--- src/rtl/alu_seq_pkg.sv ---
// Shared types and opcode helpers for the ALU instruction sequencer.
//   state_e      : sequencer states (fetch T0-T2, execute T3-T6, Done)
//   opcode_t     : 5-bit opcode field from ir[31:27]
//   is_unary     : NEG/NOT, which take their single operand from rb
//   is_two_word  : MUL/DIV, which write LO then HI instead of a register
//   is_legal     : opcodes this sequencer knows how to run
package alu_seq_pkg;

  typedef enum logic [3:0] {
    StIdle,
    StT0,
    StT1,
    StT2,
    StT3,
    StT4,
    StT5,
    StT6,
    StDone
  } state_e;

  typedef logic [4:0] opcode_t;

  localparam opcode_t OpAdd  = 5'b00011;
  localparam opcode_t OpSub  = 5'b00100;
  localparam opcode_t OpAnd  = 5'b00101;
  localparam opcode_t OpOr   = 5'b00110;
  localparam opcode_t OpRor  = 5'b00111;
  localparam opcode_t OpRol  = 5'b01000;
  localparam opcode_t OpShr  = 5'b01001;
  localparam opcode_t OpShra = 5'b01010;
  localparam opcode_t OpShl  = 5'b01011;
  localparam opcode_t OpMul  = 5'b01111;
  localparam opcode_t OpDiv  = 5'b10000;
  localparam opcode_t OpNeg  = 5'b10001;
  localparam opcode_t OpNot  = 5'b10010;

  function automatic logic is_unary(opcode_t op);
    return (op == OpNeg) || (op == OpNot);
  endfunction

  function automatic logic is_two_word(opcode_t op);
    return (op == OpMul) || (op == OpDiv);
  endfunction

  function automatic logic is_legal(opcode_t op);
    logic ok;
    case (op)
      OpAdd, OpSub, OpAnd, OpOr, OpRor, OpRol, OpShr, OpShra, OpShl,
      OpMul, OpDiv, OpNeg, OpNot: ok = 1'b1;
      default:                    ok = 1'b0;
    endcase
    return ok;
  endfunction

endpackage

--- src/rtl/alu_instr_sequencer_reg_select_decoder.sv ---
// Binary register index to one-hot select.
//   idx_i : register index
//   en_i  : when low the output is all zeros
//   sel_o : one-hot select; indices >= NumRegs select nothing
module reg_select_decoder #(
  parameter int unsigned NumRegs = 16,
  parameter int unsigned IdxW    = $clog2(NumRegs)
) (
  input  logic [IdxW-1:0]    idx_i,
  input  logic               en_i,
  output logic [NumRegs-1:0] sel_o
);

  always_comb begin
    sel_o = '0;
    for (int unsigned i = 0; i < NumRegs; i++) begin
      if (en_i && (idx_i == IdxW'(i))) begin
        sel_o[i] = 1'b1;
      end
    end
  end

endmodule

--- src/rtl/alu_instr_sequencer.sv ---
// Control sequencer that runs one R-format ALU instruction through the datapath:
// fetch (T0-T2) then execute (T3-T5, plus T6 for MUL/DIV HI/LO writes).
//   clk_i, clr_ni       : clock, asynchronous active-low reset
//   start_i             : begin one instruction (sampled only in Idle)
//   ir_i                : IR contents; opcode [31:27], ra [26:23], rb [22:19], rc [18:15]
//   pc_out_o .. y_in_o  : fetch/operand datapath controls
//   zhi_in_o .. lo_in_o : Z/HI/LO controls
//   reg_out_sel_o       : one-hot register bus drive
//   reg_in_sel_o        : one-hot register load
//   operation_o         : ALU operation, non-zero only in T4
//   busy_o              : high from T0 through Done
//   done_o, illegal_o   : end-of-instruction pulse, and its unsupported-opcode flag
module alu_instr_sequencer
  import alu_seq_pkg::*;
#(
  parameter int unsigned NumRegs = 16,
  parameter int unsigned MemWait = 0,
  parameter int unsigned OpW     = 5
) (
  input  logic               clk_i,
  input  logic               clr_ni,
  input  logic               start_i,
  input  logic [31:0]        ir_i,
  output logic               pc_out_o,
  output logic               mar_in_o,
  output logic               inc_pc_o,
  output logic               pc_in_o,
  output logic               read_o,
  output logic               mdr_in_o,
  output logic               mdr_out_o,
  output logic               ir_in_o,
  output logic               y_in_o,
  output logic               zhi_in_o,
  output logic               zlo_in_o,
  output logic               zlow_out_o,
  output logic               zhigh_out_o,
  output logic               hi_in_o,
  output logic               lo_in_o,
  output logic [NumRegs-1:0] reg_out_sel_o,
  output logic [NumRegs-1:0] reg_in_sel_o,
  output logic [OpW-1:0]     operation_o,
  output logic               busy_o,
  output logic               done_o,
  output logic               illegal_o
);

  localparam int unsigned RW = $clog2(NumRegs);

  state_e          state_q, state_d;
  logic [3:0]      wait_q, wait_d;
  opcode_t         op_q, op_d;
  logic [RW-1:0]   ra_q, ra_d, rb_q, rb_d, rc_q, rc_d;

  // Register fields are the low RW bits of each 4-bit IR field.
  opcode_t       ir_op;
  logic [RW-1:0] ir_ra, ir_rb, ir_rc;
  logic          unused_ir;
  assign ir_op     = ir_i[31:27];
  assign ir_ra     = ir_i[23 +: RW];
  assign ir_rb     = ir_i[19 +: RW];
  assign ir_rc     = ir_i[15 +: RW];
  assign unused_ir = ^ir_i;

  always_ff @(posedge clk_i or negedge clr_ni) begin
    if (!clr_ni) begin
      state_q <= StIdle;
      wait_q  <= '0;
      op_q    <= '0;
      ra_q    <= '0;
      rb_q    <= '0;
      rc_q    <= '0;
    end else begin
      state_q <= state_d;
      wait_q  <= wait_d;
      op_q    <= op_d;
      ra_q    <= ra_d;
      rb_q    <= rb_d;
      rc_q    <= rc_d;
    end
  end

  always_comb begin
    state_d = state_q;
    wait_d  = '0;  // counter is only live while in T1
    op_d    = op_q;
    ra_d    = ra_q;
    rb_d    = rb_q;
    rc_d    = rc_q;
    case (state_q)
      StIdle: if (start_i) state_d = StT0;
      StT0:   state_d = StT1;
      StT1: begin
        if (wait_q == 4'(MemWait)) begin
          state_d = StT2;
        end else begin
          wait_d = wait_q + 4'd1;
        end
      end
      StT2:   state_d = StT3;
      StT3: begin
        op_d    = ir_op;
        ra_d    = ir_ra;
        rb_d    = ir_rb;
        rc_d    = ir_rc;
        state_d = is_legal(ir_op) ? StT4 : StDone;
      end
      StT4:   state_d = StT5;
      StT5:   state_d = is_two_word(op_q) ? StT6 : StDone;
      StT6:   state_d = StDone;
      StDone: state_d = StIdle;
      default: state_d = StIdle;
    endcase
  end

  // Outputs decode the state register and the fields latched in T3; T3 itself
  // still reads the live IR because the latch happens at the end of that cycle.
  logic          out_en, in_en;
  logic [RW-1:0] out_idx;

  always_comb begin
    pc_out_o    = 1'b0;
    mar_in_o    = 1'b0;
    inc_pc_o    = 1'b0;
    pc_in_o     = 1'b0;
    read_o      = 1'b0;
    mdr_in_o    = 1'b0;
    mdr_out_o   = 1'b0;
    ir_in_o     = 1'b0;
    y_in_o      = 1'b0;
    zhi_in_o    = 1'b0;
    zlo_in_o    = 1'b0;
    zlow_out_o  = 1'b0;
    zhigh_out_o = 1'b0;
    hi_in_o     = 1'b0;
    lo_in_o     = 1'b0;
    operation_o = '0;
    done_o      = 1'b0;
    illegal_o   = 1'b0;
    out_en      = 1'b0;
    out_idx     = '0;
    in_en       = 1'b0;
    case (state_q)
      StT0: begin
        pc_out_o = 1'b1;
        mar_in_o = 1'b1;
        inc_pc_o = 1'b1;
        zhi_in_o = 1'b1;
        zlo_in_o = 1'b1;
      end
      StT1: begin
        zlow_out_o = 1'b1;
        pc_in_o    = (wait_q == 4'd0);  // reload PC once, not every wait cycle
        read_o     = 1'b1;
        mdr_in_o   = 1'b1;
      end
      StT2: begin
        mdr_out_o = 1'b1;
        ir_in_o   = 1'b1;
      end
      StT3: begin
        if (is_legal(ir_op)) begin
          out_en  = 1'b1;
          out_idx = ir_rb;
          y_in_o  = 1'b1;
        end
      end
      StT4: begin
        out_en      = 1'b1;
        out_idx     = is_unary(op_q) ? rb_q : rc_q;
        operation_o = OpW'(op_q);
        zhi_in_o    = 1'b1;
        zlo_in_o    = 1'b1;
      end
      StT5: begin
        zlow_out_o = 1'b1;
        if (is_two_word(op_q)) begin
          lo_in_o = 1'b1;
        end else begin
          in_en = 1'b1;
        end
      end
      StT6: begin
        zhigh_out_o = 1'b1;
        hi_in_o     = 1'b1;
      end
      StDone: begin
        done_o    = 1'b1;
        illegal_o = !is_legal(op_q);
      end
      default: ;
    endcase
  end

  assign busy_o = (state_q != StIdle);

  reg_select_decoder #(
    .NumRegs (NumRegs),
    .IdxW    (RW)
  ) u_out_dec (
    .idx_i (out_idx),
    .en_i  (out_en),
    .sel_o (reg_out_sel_o)
  );

  reg_select_decoder #(
    .NumRegs (NumRegs),
    .IdxW    (RW)
  ) u_in_dec (
    .idx_i (ra_q),
    .en_i  (in_en),
    .sel_o (reg_in_sel_o)
  );

endmodule

--- config.mk ---
export PLATFORM = sky130hd
export DESIGN_NAME = alu_instr_sequencer
export DESIGN_NICKNAME = d
export VERILOG_FILES = /design/src/rtl/alu_seq_pkg.sv /design/src/rtl/alu_instr_sequencer_reg_select_decoder.sv /design/src/rtl/alu_instr_sequencer.sv
export SDC_FILE = /design/constraint.sdc
export NUM_CORES = 1
export LEC_CHECK = 0
export ABC_AREA = 1
export BUFFER_PORTS_ARGS = -buffer_cell sky130_fd_sc_hd__buf_4
export CORE_AREA = 4 4 70 72
export DETAILED_ROUTE_END_ITERATION = 16
export DIE_AREA = 0 0 74 76
export GPL_ROUTABILITY_DRIVEN = 0
export PLACE_DENSITY = 0.85
export SKIP_LAST_GASP = 1
export SYNTH_ARGS = -nofsm -noshare
export SYNTH_HDL_FRONTEND = slang
export SYNTH_SLANG_ARGS = --single-unit
--- constraint.sdc ---
create_clock -name clk_i -period 1.4 [get_ports clk_i]
set_input_delay 0.28 -clock clk_i [delete_from_list [all_inputs] [get_ports clk_i]]
set_output_delay 0.28 -clock clk_i [all_outputs]
set_load 0.005 [all_outputs]
== Word-level counts from Yosys, hierarchy flattened ==
Memory sizes are Yosys's and may differ from the RTL's.
Index checks and enable logic that the tools add are counted.

* Register bits: 25
* Latch bits: 0
* RAM bits: 0
* ROM bits: 96
* Input port bits: 35
* Output and inout port bits: 55
* Logic and storage cells: 159
* Memories: 3

{| class="wikitable"
|+ Memory list
! memory !! words !! bits a word !! read ports !! clocked after memory_dff !! wr ports !! RTL line !! RTL
|-
| (no name shown) || 32 || 1 || 1 || 0 || 0 || alu_seq_pkg.sv:47 || <nowiki>case (op)</nowiki>
|-
| (no name shown) || 32 || 1 || 1 || 0 || 0 || alu_seq_pkg.sv:47 ||
|-
| (no name shown) || 32 || 1 || 1 || 0 || 0 || alu_seq_pkg.sv:47 ||
|}

* Add/subtract/negate cells: 1
* Multiply operators: 0
* Divide/modulo/power cells: 0
* $lt $le $gt $ge: 0
* Equal/unequal tests: 44
* Shifts and indexed selects: 0
* Multiplexer cells: 62
* Bitwise gates (word level): 0
* Reductions and logical operators: 43

{| class="wikitable"
|+ Operators by type and width
! kind !! count
|-
| $eq A4 B4 Y1 const B || 17
|-
| $mux W1 || 50
|-
| $eq A4 B3 Y1 const B || 12
|-
| $logic_and A1 B1 Y1 || 32
|-
| $mux W4 || 8
|-
| $pmux W4 S8 || 1
|-
| $eq A4 B2 Y1 const B || 6
|-
| $logic_not A4 Y1 || 4
|-
| $eq A5 B5 Y1 const B || 3
|-
| $eq A4 B1 Y1 const B || 3
|-
| $pmux W4 S2 || 1
|-
| $eq A5 B4 Y1 const B || 1
|-
| $mux W5 || 1
|-
| $add A4 B1 Y4 const B || 1
|-
| $ne A2 B2 Y1 const B || 2
|-
| $reduce_bool A4 Y1 || 1
|-
| $reduce_or A2 Y1 || 2
|-
| $logic_or A1 B1 Y1 || 2
|-
| $pmux W1 S2 || 1
|-
| $reduce_and A2 Y1 || 1
|-
| $logic_not A1 Y1 || 1
|}

== Depth between registers and ports, before layout ==
Gate-level depths: netlist (run 1).

* Depth in word-level cells: 7
* Mapped depth: 11
* Gate-level depth less buffers: 11

== Modules after synthesis ==
From an unflattened synthesis (run 1), not the netlist that was laid out.

* Cells, all modules: 269
* Area total of the unflattened synthesis: 1735.4 sq um

{| class="wikitable"
|+ Modules (own cells, without submodules)
! module !! times used !! cells an instance !! area each (sq um)
|-
| alu_instr_sequencer || 1 || 203 || 1455.1
|-
| reg_select_decoder || 2 || 33 || 140.1
|}

== Worst setup path after synthesis (run 1) ==
No wires, ideal clock.

* Kind: reg2out
* From: reg state_q[0]
* To: out reg_out_sel_o[8]
* Arrival: 1.255 ns
* Data required time: 1.120 ns
* Setup slack: -0.135 ns
* Stages on the path, launching flop included: 11
* Path buffers: 1
* Path through: dfrtp_1 -> nor2_2 -> inv_2 -> nor2_4 -> buf_6 -> inv_4 -> nor2_4 -> nand2_2 -> nand2_4 -> nand2_2 -> nor2_1

* Word-level cells in the longest chain between the ends: 5

{| class="wikitable"
|+ Ends and longest elaborated chain
! what !! RTL line !! RTL
|-
| start, declared || alu_instr_sequencer.sv:49 || <nowiki>state_e state_q, state_d;</nowiki>
|-
| start signal, assigned || alu_instr_sequencer.sv:66 || <nowiki>state_q <= StIdle;</nowiki>
|-
| start signal, assigned || alu_instr_sequencer.sv:73 || <nowiki>state_q <= state_d;</nowiki>
|-
| $eq A4 B3 Y1 || alu_instr_sequencer.sv:142 || <nowiki>case (state_q)</nowiki>
|-
| $pmux W4 S2 || alu_instr_sequencer.sv:142 ||
|-
| $eq A4 B4 Y1 || alu_instr_sequencer_reg_select_decoder.sv:17 || <nowiki>if (en_i && (idx_i == IdxW'(i))) begin</nowiki>
|-
| $logic_and A1 B1 Y1 * || alu_instr_sequencer_reg_select_decoder.sv:17 ||
|-
| $mux W1 * || alu_instr_sequencer_reg_select_decoder.sv:17 ||
|-
| end, declared || alu_instr_sequencer.sv:39 || <nowiki>output logic [NumRegs-1:0] reg_out_sel_o,</nowiki>
|}

Mark *: on every way between the ends. The rest lies on a longest branch, timed or not.

== Worst setup path after layout (run 1) ==
* From: reg op_q[3]
* To: out reg_out_sel_o[5]

* Word-level cells in the longest chain between the ends: 7

{| class="wikitable"
|+ Ends and longest elaborated chain
! what !! RTL line !! RTL
|-
| start, declared || alu_instr_sequencer.sv:51 || <nowiki>opcode_t op_q, op_d;</nowiki>
|-
| start signal, assigned || alu_instr_sequencer.sv:75 || <nowiki>op_q <= op_d;</nowiki>
|-
| $eq A5 B5 Y1 || alu_seq_pkg.sv:38 || <nowiki>return (op == OpNeg) || (op == OpNot);</nowiki>
|-
| $logic_or A1 B1 Y1 * || alu_seq_pkg.sv:38 ||
|-
| $mux W4 * || alu_instr_sequencer.sv:169 || <nowiki>out_idx = is_unary(op_q) ? rb_q : rc_q;</nowiki>
|-
| $pmux W4 S2 * || alu_instr_sequencer.sv:142 ||
|-
| $eq A4 B3 Y1 * || alu_instr_sequencer_reg_select_decoder.sv:17 ||
|-
| $logic_and A1 B1 Y1 * || alu_instr_sequencer_reg_select_decoder.sv:17 ||
|-
| $mux W1 * || alu_instr_sequencer_reg_select_decoder.sv:17 ||
|}

Marks and branches as above.

==> results of run 1 <==
state kept, by name (all words and copies together), names as in the netlist:
signal and count:
wait_q 4, state_q 4, op_q 5, rb_q 4
rc_q 4, ra_q 4
metrics by stage:
stage,cells,setup slack (ns),hold WS (ns)
6_report,435,-0.7651,0.1951
5_1_grt,435,-0.8240,0.2125
4_1_cts,429,-0.6159,0.2030
3_5_place_dp,400,-0.4243,0.1970
3_3_place_gp,400,-0.3425,0.1942
2_1_floorplan,247,-0.1162,-0.01559
cell usage in the layout, fill, tap and decap left out, drive strengths merged:
cell,count
xnor2,2
a21oi,3
nand4,5
inv,41
xor2,1
a211o,1
dfrtp,25
buf,141
ha,2
nor3,2
nand2,60
o21bai,1
o21ai,17
dlygate4sd3,1
o221ai,1
nor2,63
nand3,14
clkbuf,3
path summary, 6_finish.rpt:
path,slack [ns],endpoint,startpoint
setup / recovery,-0.77,reg_out_sel_o[5],op_q[3]$_DFFE_PN0P_
hold / removal,0.20,ra_q[0]$_DFFE_PN0P_,ir_i[23]
setup reg to reg,-0.65,state_q[3]$_DFFE_PN0P_,op_q[3]$_DFFE_PN0P_
hold reg to reg,0.50,wait_q[0]$_DFF_PN0_,wait_q[0]$_DFF_PN0_
max in group asynchronous,0.72,rb_q[0]$_DFFE_PN0P_,clr_ni
min in group asynchronous,0.43,wait_q[1]$_DFF_PN0_,clr_ni
cells in the mapped netlist, types with 2 or more instances:
master,count
dfrtp_1,25
nor2_1,58
nand2_1,52
nand3_2,2
nor2_2,2
nor3_1,2
ha_1,2
nand2_2,7
buf_2,2
nand3_1,12
inv_2,4
nor2_4,3
a21oi_1,3
xnor2_1,2
inv_1,35
o21ai_0,17
nand4_1,5
buf_4,6
layer usage:
metal  wire length (um)  global-route usage, %
met5                  0                      0
met3                294                  3.298
met2               3709                  39.72
met1               2386                  22.95
met4                263                  7.246
layout make-up:
cell class,count,area share [%]
repair buffers,142,36.24
multi-input cells,172,35.97
flip-flops and latches,25,19.03
inverters,40,5.253
well taps,52,1.979
clock buffers,3,1.256
clock inverters,1,0.2665
cells by family (layout without fill, tap and decap cells):
| group | count (synthesis) | count (layout) | share of synthesized area [%] |
|---|---|---|---|
| simple gates | 144 | 144 | 38.28 |
| buf+inv | 50 | 186 | 13.41 |
| flops | 25 | 25 | 37.68 |
| compound gates | 23 | 23 | 7.536 |
| xor+xnor | 3 | 3 | 1.583 |
| fa+ha+maj | 2 | 2 | 1.507 |
what timing repair did:
item	4_1_cts	5_1_grt
hold endpoints to repair	25	0
setup endpoints to repair	58	79
hold buffers	1	0
pin swaps	33	19
gates resized for setup	85	52
setup buffers	27	12
critical path, cell delays in order, from the launching register on:
cell and delay (ns):
dfrtp_1 0.45, nor2_4 0.19, nand4_1 0.24, nand2_1 0.16
nand3_2 0.11, nand2_4 0.13, inv_4 0.06, nand2_4 0.09
nor2_2 0.05, buf_4 0.13
power by group:
group | leakage [nW] | total [mW] | internal, mW | switching [mW]
combinational | 1.24 | 3.68 | 1.76 | 1.93
clock | 0.0261 | 0.475 | 0.210 | 0.266
sequential | 0.314 | 1.26 | 1.02 | 0.241
==> run summary, run 1 <==
Outcome - finished with violations
Failing checks - setup timing
Via density - 4.979
DP Area - 2514 um2
Cts bufs inserted - 3
Synth Area per Inst - 6.722 um2
Tcrit/Tclk final - 154.7%
Area of the multi-input gates - 1182 um2
DR WL/cell - 15.30 um
Post-Syn Area - 1660 um2
Register area - 625.6 um2
Yosys warnings - 0
Max FO, Critical Path - 4
Clock-pin slew on the worst setup and hold paths - 0.10 ns
Synth area leaders - dfrtp_1, nor2_1, nand2_1
Max Clock Skew - 0.005171 ns
Hold Path Class - primary input to flop
Clk_lat worst skew - 0.28 ns
Setup crit end kind - output pin
IO Pins - 90
CORE AREA - 4294 um2
DR DRC count - 0
DP HPWL - 3.832 mm
Ant. Diodes - 0
Tmin final - 2.165 ns
Crit path launch type - flop
Share of cells above drive strength 1 - 62.14%
CTS Root Cell - clkbuf_8
Effective utilization at floorplan - 38.67%
TritonCTS clock tree - done
Vias in the first global route - 2116
Initial antenna violation count - 0
Die Y - 76 um
Drt first pass iters - 6
Vias - 2166
Pin count of the biggest net entering global routing - 26
Syn nets - 284
Final hold viol count - 0
RSZ-0062 raised after global routing - yes
Global-route wire length before repair - 9.459 mm
Design Power - 5.416 mW
Fill cells - 289
Synthesized flop and latch total - 25
CTS H-tree lvls - 1
Clock sink count - 25
VDD IR max - 0.8009 mV
R2R cell count - 13
Cell type with the largest total area after synthesis - dfrtp_1
Area growth, synth to finish - 97.97%
Port Buf Inserts - 74
Final standard cell area without fillers - 3287 um2
Pwr Density - 1648 nW/um2
Async set-reset flop share out of synthesis - 100.0%
Crit path DAT - 1.89 ns
Tot GR Track Use - 21.10%
Final #Nets - 421
CP Class - flop to output pin
Die area - 5624 um2
Measured slew at the worst slew-check pin - 0.3265 ns
Max Slew Vio Count - 0
Crit path required time - 1.12 ns
Setup TNS - -34.38 ns
Slew HR - 78.23%
Synth top area share - 37.68%
Leakage power - 1.583 nW
Final WL - 6.654 mm
Fmax - 0.4619 GHz
Ys flop type - dfrtp_1
Post-route ant nets - 0
Worst setup margin - -0.7651 ns
Post-Syn Instances - 247
Die Wd - 74 um
Yosys cell types - 26
Post-synth EDFFs - 0
Max_cap viols - 0
Seq/Total Area, Yosys - 37.68%
Grt total ovfl - 0
Row cnt - 24
Bufs on Longest Clock Path - 2
Worst hold stages - 3
1st-iter DRT viols - 86
Endpoints failing setup - 74
Post-layout util - 76.54%
Note: power is estimated with default switching activity, not from simulation.
==> inputs of run 2 (changes only) <==
clock period = 1.8 ns   (was 1.4 ns; I/O delays follow)
==> run summary, run 2 (synthesis results as in run 1) <==
Outcome - finished with violations
Failing checks - setup timing
Most frequent cells in the layout - buf_4, nand2_1, nor2_2
VDD IR max - 0.6142 mV (-23%)
Clk_lat worst skew - 0.27 ns (about the same)
Hold Path Class - primary input to flop
Via density - 4.818 (-3.2%)
M3 GR Usage - 3.562% (+0.26 points)
Tot GR Track Use - 17.22% (-3.9 points)
Bufs on Longest Clock Path - 2 (unchanged)
Drt first pass iters - 4 (-2)
Tcrit/Tclk final - 124.7%
CORE AREA - 4294 um2 (unchanged)
Placed insts - 379 (-5.3%)
Max Slew Vio Count - 0 (unchanged)
CTS Root Cell - clkbuf_8
Initial antenna violation count - 0 (unchanged)
Crit path DAT - 1.89 ns (about the same)
Most flops, register - op_q
Grt total ovfl - 0 (unchanged)
Vias - 1961 (-9.5%)
Max Clock Skew - 0.001791 ns (-0.003380 ns)
Most common cell after layout, fill and taps aside - buf_4
IO Pins - 90 (unchanged)
Final #Nets - 393 (-6.7%)
Pwr Density - 1200 nW/um2 (-27%)
Met1 Use GR - 17.87% (-5.1 points)
TritonCTS clock tree - done
Final std cells w/o fill - 407 (-6.4%)
Area growth, synth to finish - 75.21%
Post-route ant nets - 0 (unchanged)
Share of cells above drive strength 1 - 57.75% (-4.4 points)
Die area - 5624 um2 (unchanged)
DR WL/cell - 13.70 um (-10%)
Effective utilization at floorplan - 38.67% (unchanged)
Slowest cell on crit path - dfrtp_1
Leakage power - 1.411 nW (-11%)
CTS H-tree lvls - 1 (unchanged)
Measured slew at the worst slew-check pin - 0.3294 ns (+0.002824 ns)
Final hold viol count - 0 (unchanged)
Critical path cell sequence - nor2_2 > nand3_2 > nor2_4 > nand2_2 > nand3_2 > nand2_4 > inv_4 > nand2_2 > nor2_1 > buf_4
CP Class - flop to output pin
Max FO, Critical Path - 4 (unchanged)
Fmax - 0.4454 GHz
Design Power - 3.491 mW (-36%)
RSZ-0062 raised after global routing - yes
Clock sink count - 25 (unchanged)
DP HPWL - 3.584 mm (-6.5%)
Ant. Diodes - 0 (unchanged)
Max FFs per register - 5 (unchanged)
1st-iter DRT viols - 91 (+5.8%)
Final hold slack - 0.2922 ns (+0.09703 ns)
Most Crowded Layer GR - met2
Cts bufs inserted - 3 (unchanged)
Tmin final - 2.245 ns
Final WL - 5.576 mm (-16%)
Vias in the first global route - 1856 (-12%)
Global-route wire length before repair - 7.907 mm (-16%)
Critical path's largest stage delay - 0.42 ns (-0.03 ns)
Crit path launch type - flop
Die Wd - 74 um (unchanged)
Slew HR - 78.04% (-0.19 points)
CP top delay family - simple AND/OR/NAND/NOR gates
Clock-pin slew on the worst setup and hold paths - 0.09 ns (about the same)
Buf/Inv on CP - 2 (unchanged)
DR DRC count - 0 (unchanged)
Fill cells - 326 (+13%)
Endpoints failing setup - 36 (-51%)
Crit path required time - 1.44 ns (+0.32 ns)
Worst setup margin - -0.4453 ns (+0.3198 ns)
Max_cap viols - 0 (unchanged)
Port Buf Inserts - 74 (unchanged)
Die Y - 76 um (unchanged)
Pin count of the biggest net entering global routing - 26 (unchanged)
Global Route met2 Usage - 32.98% (-6.7 points)
Row cnt - 24 (unchanged)
Setup crit end kind - output pin
[run 2: cell count changes in the layout (fill, tap and decap cells not counted), moves of 2 or more]
cell	delta
nand3_2	+2
nand2_4	-4
nand2_1	+3
nor2_1	+4
buf_4	-5
buf_6	-20
nor2_4	-3
nand2_2	+2
[run 2: layer usage]
metal / vias to the layer above / routed length (um) / part of all wire [%]
met2: 61 / 3129 / 56
met1: 924 / 2066 / 37
met4: 0 / 80 / 1.4
li1: 966 / - / -
met3: 10 / 301 / 5.4
met5: - / 0 / 0
[run 2: per-stage QoR]
stage	setup TNS (ns)	worst slack [ns]	instance area (um2)	util, %
floorplan	0	0.1845	1660	-
global placement	-0.4749	-0.05055	2331	54.28
detailed placement	-1.111	-0.08772	2331	54.28
CTS	-8.798	-0.2969	2626	61.16
global route	-15.96	-0.5480	2909	67.74
finish	-12.21	-0.4453	2909	67.74
[run 2: cell type report]
type | count | area, um2 | share of cell area [%]
clock inverters | 1 | 5.005 | 0.1720
multi-input cells | 172 | 1110 | 38.15
flip-flops and latches | 25 | 626.9 | 21.55
repair buffers | 114 | 888.4 | 30.54
well taps | 52 | 65.06 | 2.237
inverters | 40 | 172.7 | 5.935
clock buffers | 3 | 41.29 | 1.419
[run 2: what timing repair did]
action / 4_1_cts / 5_1_grt
gates resized for setup: 33 / 74
pin swaps: 17 / 27
setup endpoints to repair: 38 / 46
hold buffers: 1 / 0
buffers inserted: 17 / 10
hold endpoints to repair: 25 / 0
[run 2: worst min-delay path: cells and delay by family]
kind	cells	cell delay [ns]
AO/OA/AOI/OAI	1	0.05
buffers and inverters	1	0.08
AND/OR/NAND/NOR	1	0.04
[run 2: path summary, 6_finish.rpt]
| check | slack (ns) | endpoint | startpoint | cells past startpoint |
|---|---|---|---|---|
| min | 0.29 | rc_q[1]$_DFFE_PN0P_ | ir_i[16] | 3 |
| min in group asynchronous | 0.52 | rc_q[2]$_DFFE_PN0P_ | clr_ni | 2 |
| max reg2reg | -0.29 | state_q[3]$_DFFE_PN0P_ | op_q[3]$_DFFE_PN0P_ | 14 |
| max in group asynchronous | 1.01 | state_q[2]$_DFFE_PN0P_ | clr_ni | 2 |
| min reg2reg | 0.49 | wait_q[0]$_DFF_PN0_ | wait_q[0]$_DFF_PN0_ | 1 |
| max | -0.45 | reg_out_sel_o[3] | op_q[2]$_DFFE_PN0P_ | 10 |
[run 2: where the power goes]
group | switching, mW | internal, mW | total [mW]
Sequential | 0.180 | 0.791 | 0.971
Combinational | 1.23 | 0.951 | 2.18
Clock | 0.185 | 0.155 | 0.340
